===== src/rtl/hazard_ctrl.sv =====
// Pipeline hazard sequencer: in-flight rd scoreboard, stall/bubble/flush, operand forwarding, multi-cycle EX handshake.
// Optional perf counters enabled with `define HAZARD_PERF_EN.
module hazard_ctrl #(
    parameter int RA_W  = 5,
    parameter int CNT_W = 32
) (
    input  logic             i_clk,
    input  logic             i_rst,
    input  logic             i_id_valid,
    input  logic [RA_W-1:0]  i_id_rs1_addr,
    input  logic [RA_W-1:0]  i_id_rs2_addr,
    input  logic             i_id_rs1_used,
    input  logic             i_id_rs2_used,
    input  logic [RA_W-1:0]  i_id_rd_addr,
    input  logic             i_id_rd_wen,
    input  logic             i_id_is_load,
    input  logic             i_id_is_mc,
    input  logic             i_ex_branch_taken,
    input  logic             i_mc_done,
    output logic             o_pc_stall,
    output logic             o_if_id_stall,
    output logic             o_if_id_flush,
    output logic             o_id_ex_bubble,
    output logic             o_ex_hold,
    output logic             o_mc_start,
    output logic [1:0]       o_fwd_rs1_sel,
    output logic [1:0]       o_fwd_rs2_sel,
    output logic [CNT_W-1:0] o_perf_stall_cycles,
    output logic [CNT_W-1:0] o_perf_flush_count
);

    typedef enum logic [1:0] {S_RUN, S_LOAD_STALL, S_MC_WAIT} state_t;

    typedef struct packed {
        logic            valid;
        logic            wen;
        logic            load;
        logic [RA_W-1:0] rd;
    } ex_ent_t;

    // WB producers are served by regfile write-through, and nothing past EX needs the load flag,
    // so only EX and MEM entries are kept.
    typedef struct packed {
        logic            valid;
        logic            wen;
        logic [RA_W-1:0] rd;
    } mem_ent_t;

    state_t   r_state, w_state_nxt;
    ex_ent_t  r_ex;
    mem_ent_t r_mem;
    logic [1:0] r_fwd1, r_fwd2;

    logic w_m1_ex, w_m2_ex, w_m1_mem, w_m2_mem, w_load_use, w_issue;
    logic w_pc_stall, w_if_id_stall, w_if_id_flush, w_id_ex_bubble, w_ex_hold, w_mc_start;
    logic [1:0] w_fwd1, w_fwd2;

    function automatic logic f_match(input logic used, input logic [RA_W-1:0] rs,
                                     input logic v, input logic wen, input logic [RA_W-1:0] rd);
        return used && v && wen && (rs == rd) && (rd != '0);
    endfunction

    assign w_m1_ex    = f_match(i_id_rs1_used, i_id_rs1_addr, r_ex.valid, r_ex.wen, r_ex.rd);
    assign w_m2_ex    = f_match(i_id_rs2_used, i_id_rs2_addr, r_ex.valid, r_ex.wen, r_ex.rd);
    assign w_m1_mem   = f_match(i_id_rs1_used, i_id_rs1_addr, r_mem.valid, r_mem.wen, r_mem.rd);
    assign w_m2_mem   = f_match(i_id_rs2_used, i_id_rs2_addr, r_mem.valid, r_mem.wen, r_mem.rd);
    assign w_load_use = i_id_valid && r_ex.load && (w_m1_ex || w_m2_ex);
    assign w_fwd1     = w_m1_ex ? 2'b01 : (w_m1_mem ? 2'b10 : 2'b00);
    assign w_fwd2     = w_m2_ex ? 2'b01 : (w_m2_mem ? 2'b10 : 2'b00);

    // LOAD_STALL and the mc_done cycle of MC_WAIT evaluate ID exactly like RUN;
    // a branch cannot be resolving in EX while the multi-cycle op occupies it.
    always_comb begin
        w_state_nxt    = S_RUN;
        w_issue        = 1'b0;
        w_pc_stall     = 1'b0;
        w_if_id_stall  = 1'b0;
        w_if_id_flush  = 1'b0;
        w_id_ex_bubble = 1'b0;
        w_ex_hold      = 1'b0;
        w_mc_start     = 1'b0;
        if (r_state == S_MC_WAIT && !i_mc_done) begin
            w_state_nxt   = S_MC_WAIT;
            w_pc_stall    = 1'b1;
            w_if_id_stall = 1'b1;
            w_ex_hold     = 1'b1;
        end else if (i_ex_branch_taken && r_state != S_MC_WAIT) begin
            w_if_id_flush  = 1'b1;
            w_id_ex_bubble = 1'b1;
        end else if (w_load_use) begin
            w_state_nxt    = S_LOAD_STALL;
            w_pc_stall     = 1'b1;
            w_if_id_stall  = 1'b1;
            w_id_ex_bubble = 1'b1;
        end else if (i_id_valid) begin
            w_issue = 1'b1;
            if (i_id_is_mc) begin
                w_mc_start  = 1'b1;
                w_state_nxt = S_MC_WAIT;
            end
        end
    end

    // Reset forces every control output low without waiting for a clock edge.
    assign o_pc_stall     = w_pc_stall     & ~i_rst;
    assign o_if_id_stall  = w_if_id_stall  & ~i_rst;
    assign o_if_id_flush  = w_if_id_flush  & ~i_rst;
    assign o_id_ex_bubble = w_id_ex_bubble & ~i_rst;
    assign o_ex_hold      = w_ex_hold      & ~i_rst;
    assign o_mc_start     = w_mc_start     & ~i_rst;
    assign o_fwd_rs1_sel  = r_fwd1;
    assign o_fwd_rs2_sel  = r_fwd2;

    always_ff @(posedge i_clk or posedge i_rst) begin
        if (i_rst) begin
            r_state <= S_RUN;
            r_ex    <= '0;
            r_mem   <= '0;
            r_fwd1  <= 2'b00;
            r_fwd2  <= 2'b00;
        end else begin
            r_state <= w_state_nxt;
            if (w_issue)
                r_ex <= {1'b1, i_id_rd_wen, i_id_is_load, i_id_rd_addr};
            else if (!w_ex_hold)
                r_ex <= '0;
            r_mem  <= w_ex_hold ? '0 : {r_ex.valid, r_ex.wen, r_ex.rd};
            r_fwd1 <= w_issue ? w_fwd1 : 2'b00;
            r_fwd2 <= w_issue ? w_fwd2 : 2'b00;
        end
    end

`ifdef HAZARD_PERF_EN
    logic [CNT_W-1:0] r_stall_cnt, r_flush_cnt;

    always_ff @(posedge i_clk or posedge i_rst) begin
        if (i_rst) begin
            r_stall_cnt <= '0;
            r_flush_cnt <= '0;
        end else begin
            if (o_pc_stall && r_stall_cnt != '1)
                r_stall_cnt <= r_stall_cnt + CNT_W'(1);
            if (o_if_id_flush && r_flush_cnt != '1)
                r_flush_cnt <= r_flush_cnt + CNT_W'(1);
        end
    end

    assign o_perf_stall_cycles = r_stall_cnt;
    assign o_perf_flush_count  = r_flush_cnt;
`else
    assign o_perf_stall_cycles = '0;
    assign o_perf_flush_count  = '0;
`endif

endmodule


===== config.mk =====
export PLATFORM = sky130hd
export DESIGN_NAME = hazard_ctrl
export DESIGN_NICKNAME = d
export VERILOG_FILES = /design/src/rtl/hazard_ctrl.sv
export SDC_FILE = /design/constraint.sdc
export NUM_CORES = 1
export LEC_CHECK = 0
export CAP_MARGIN = 20
export CORE_MARGIN = 2
export CORE_UTILIZATION = 42
export CTS_BUF_LIST = sky130_fd_sc_hd__clkbuf_2 sky130_fd_sc_hd__clkbuf_4 sky130_fd_sc_hd__clkbuf_8
export DETAILED_ROUTE_END_ITERATION = 6
export GPL_ROUTABILITY_DRIVEN = 0
export GPL_TIMING_DRIVEN = 0
export PLACE_DENSITY = 0.93
export RECOVER_POWER = 25
export SETUP_SLACK_MARGIN = 0.5
export SLEW_MARGIN = 20
export SYNTH_ARGS = -nofsm -noshare
export SYNTH_HDL_FRONTEND = slang
export SYNTH_SLANG_ARGS = --single-unit

===== constraint.sdc =====
create_clock -name i_clk -period 5.6 [get_ports i_clk]
set_input_delay 0.84 -clock i_clk [delete_from_list [all_inputs] [get_ports i_clk]]
set_output_delay 0.84 -clock i_clk [all_outputs]
set_load 0.01 [all_outputs]

# Word level (Yosys, flattened, before mapping)
# Cells that the tools add are included.
# totals
ff_bits	21
latchBits	0
mem_bits_rw	0
mem_bits_ro	0
input_bits	25
output_inout_bits	74
elab_cells	78
memories	0
# classes
n_addsub	0
n_mul	0
div	0
order_cmp	0
n_eq_ne	7
n_shift	0
mux	31
bitwise_logic	6
reduce_logical	24
# ops
op	n
$mux W2	11
$eq A5 B5 Y1	4
$logic_and A1 B1 Y1	20
$mux W1	17
$mux W8	2
$reduce_bool A5 Y1	2
$mux W7	1
$and A1 B1 Y1	5
$ne A2 B2 Y1 const B	2
$eq A2 B2 Y1 const B	1
$logic_not A1 Y1	1
$logic_or A1 B1 Y1	1
$not A1 Y1	1

# Logic depth before layout (Yosys ltp)
# logic_depth
ltp_word	10
mapped_depth	6
ltp_nobuf	5

# Worst setup path before layout
# Ideal clock, no wire load.
# synth_timing
path_type	in2out
start	input i_id_rs1_addr[3]
end	output o_pc_stall
t_arrival_ps	2007
required_time_ps	4760
setup_slack_ps	2753
stages	6
n_path_buf	1
cell_sequence	xor2_1 -> nor4_4 -> a32o_1 -> and3_4 -> a31o_2 -> buf_4
# synth_between
elab_chain_len	9
# synth_rtl
item	line_no	rtl
start: declaration	10	input logic [RA_W-1:0] i_id_rs1_addr,
$eq A5 B5 Y1	60	return used && v && wen && (rs == rd) && (rd != '0);
$logic_and A1 B1 Y1 (2 in a row)	60	
$logic_or A1 B1 Y1	67	assign w_load_use = i_id_valid && r_ex.load && (w_m1_ex || w_m2_ex);
$logic_and A1 B1 Y1	67	
$mux W1 (3 in a row)	--	
$and A1 B1 Y1	--	
end: declaration	20	output logic o_pc_stall,
# Every way passes these cells.

# Final worst setup path
# layout_timing
start	input i_id_rs1_addr[2]
end	output o_pc_stall
# layout_between
elab_chain_len	9
# layout_rtl
item	line_no	rtl
$eq A5 B5 Y1	60	
$logic_and A1 B1 Y1 (2 in a row)	60	
$logic_or A1 B1 Y1	67	
$logic_and A1 B1 Y1	67	
$mux W1	90	end else if (w_load_use) begin
$mux W1	87	end else if (i_ex_branch_taken && r_state != S_MC_WAIT) begin
$mux W1	82	if (r_state == S_MC_WAIT && !i_mc_done) begin
$and A1 B1 Y1	105	assign o_pc_stall = w_pc_stall & ~i_rst;
# Every way passes these cells.

==> flow_summary.ini <==
[yosys]
synth-edff-count = 0
synth.most_common_cell = buf_4
synthArstFlopShare = 1.00
synthCells = 183
netlist.top_cell.by_area = dfrtp_1
synth_commonest_cells = 66 x buf_4, 21 x dfrtp_1, 16 x xor2_1, 10 x nand2_1, 10 x nand3_1
synthTopCellsByArea = dfrtp_1 31%, buf_4 29%, xor2_1 8.2%
synth_area_sq_mm = 0.00171
syn_area_per_cell_sq_um = 9.34
ys_ff_latch = 21
seq_area_frac_synth = 0.307
synth_top_area_share = 0.307
yosys_warnings = 0
ys_types = 33
synthFlopType = dfrtp_1

[finish]
drive_gt1_frac = 0.317
syn_to_final_growth_pct = 40.3
diodes = 0
multi_input_area_sq_um = 875
regArea_sq_um = 526
fin_nets = 310
nFillCells = 358

[pwr]
powerDensity_mw_per_mm2 = 166
vdd_drop_max_mv = 0.0841
p_leak_nw = 1.29

[critical_path]
end_kind = output pin
critPathKind = input pin to output pin
cp.required_ns = 4.76
crit_chain = clkdlybuf4s50_1 -> xor2_1 -> nor4_4 -> a32o_1 -> and3_4 -> a31o_2 -> buf_4 -> clkdlybuf4s50_1
critPathBufInv = 3
cp_data_arrival_time_ns = 3.11
cp-startpoint = i_id_rs1_addr[2]
rrSetupSlack_ns = 3.79
start_kind = input pin
crit_path_frequent_cell = clkdlybuf4s50_1
critPathMaxStageDelay_ns = 0.53
r2r-start = r_ex[4]$_DFFE_PP0P_
crit_slowest_cell = clkdlybuf4s50_1
cp_max_fo = 3
crit_family = buffers and inverters

[grt]
grt_remaining_overflow = 0
grt_max_degree = 23
antenna_found_initial = 0
grt_use_total = 0.149
grt_pass1_vias = 1213
grt_pass1_wl_um = 5160

[sta]
fmax_ghz = 0.253
worst_clock_skew_ns = 0.00662
rsz0062_at_grt = no
maxSlewViolCount = 0
fin_crit_sh = 0.705
hold_viol_final = 0
setup_slack_ns = 1.65
setup_viol = 0
worst_slew_margin_rel = 0.474
worst_pin_slew_ns = 0.788
fin_setup_tns_ns = 0
fin_crit_ns = 3.95

[run]
maxCapViolCount = 0

[clocking]
clk-insertion-delay-late_ns = 0.26
cts_root_buf = clkbuf_8
cts-htree-levels = 1
cts_buffer_depth = 2
cts_setup_buffers = 0
cts_buffers = 3
cts.sinks = 21
ctsResizeCount = 0
clk_pin_slew_ns = 0.07
cts.hold.buffers_added = 0
tritoncts = built

[floorplan]
initial_utilization = 0.430
die_h_um = 67.8
fp.dieW_um = 67.8
ios = 99
design.core.area_sq_mm = 0.00397
fp-row-count = 23
die-area_sq_mm = 0.00460

[drt]
vias = 1323
firstDrtPassIters = 4
wl_per_cell_um = 9.80
viasPerCell = 3.96
drcViolationCount = 0
ant_nets = 0
drtIter0Drc = 56
drt-total-wl_um = 3270

[place]
dp_hpwl_um = 2830
port_buffers = 34
pre_cts_ws_ns = 1.64

[outcome]
status = finished clean

[min_path]
min-delay-start = r_ex[7]$_DFFE_PP0P_
worst_hold_path_type = flip-flop to flip-flop
-- layer usage --
metal	global-route usage	up-vias	wire (um)
li1	-	679	-
met1	0.158	570	1190
met2	0.283	70	1700
met3	0.0333	4	348
met4	0.0575	0	38
met5	0	-	0
-- sequential cells by signal, indices dropped and copies added (netlist names) --
signal and cells:
o_fwd_rs1_sel 2, o_fwd_rs2_sel 2, r_ex 8, r_mem 7
r_state 2
-- through the flow --
| step | instances | util | hold WS [ns] | power, mW | cell area (sq um) |
|---|---|---|---|---|---|
| 6_report | 334 | 0.604 | 0.533 | 0.399 | 2400 |
| 2_1_floorplan | 246 | - | 0.487 | 0.265 | 1950 |
| 4_1_cts | 334 | 0.604 | 0.533 | 0.400 | 2400 |
| 3_3_place_gp | 330 | 0.591 | 0.505 | 0.296 | 2350 |
| 3_5_place_dp | 330 | 0.591 | 0.506 | 0.300 | 2350 |
| 5_1_grt | 334 | 0.604 | 0.568 | 0.422 | 2400 |
-- power breakdown --
group          total, mW  internal [mW]  switching (mW)
Sequential         0.171          0.161          0.0107
Combinational      0.127         0.0686          0.0585
Clock              0.100         0.0554          0.0449
Total              0.399          0.285           0.114
-- worst min-delay path, cell delays in order (launching register included) --
cell and delay [ns]:
dfrtp_1 0.38, nand2_1 0.07, o21ai_2 0.05
-- cells by family after synthesis --
group,after synthesis,synth area share
xor+xnor,20,0.102
other cells,1,0.00219
compound gates,17,0.0886
simple gates,51,0.180
buf+inv,73,0.319
flops,21,0.307
-- placed cells by master, fill, tap and decap left out, drive strengths merged, types with 9 or more instances in the layout --
master / instances
buf: 68
conb: 64
clkdlybuf4s50: 33
dfrtp: 21
xor2: 16
nand2: 10
nand3: 10
o21ai: 9
and2: 9
-- final cells by class --
| type | count | share of cell area |
|---|---|---|
| buffer | 69 | 0.221 |
| tap | 50 | 0.0261 |
| timing repair buffer | 34 | 0.142 |
| clock buffer | 4 | 0.0204 |
| multi-input combinational | 152 | 0.365 |
| inverter | 4 | 0.00626 |
| sequential | 21 | 0.219 |
-- worst paths after layout --
path / endpoint / depth (start not counted)
min in group asynchronous: r_state[1]$_DFF_PP0_ / 2
max in group asynchronous: r_mem[2]$_DFF_PP0_ / 2
hold / removal: r_ex[7]$_DFFE_PP0P_ / 2
setup reg to reg: r_state[0]$_DFF_PP0_ / 6
setup / recovery: o_pc_stall / 8
hold reg to reg: r_ex[7]$_DFFE_PP0P_ / 2
No activity file was read; power rests on OpenSTA's default activity.
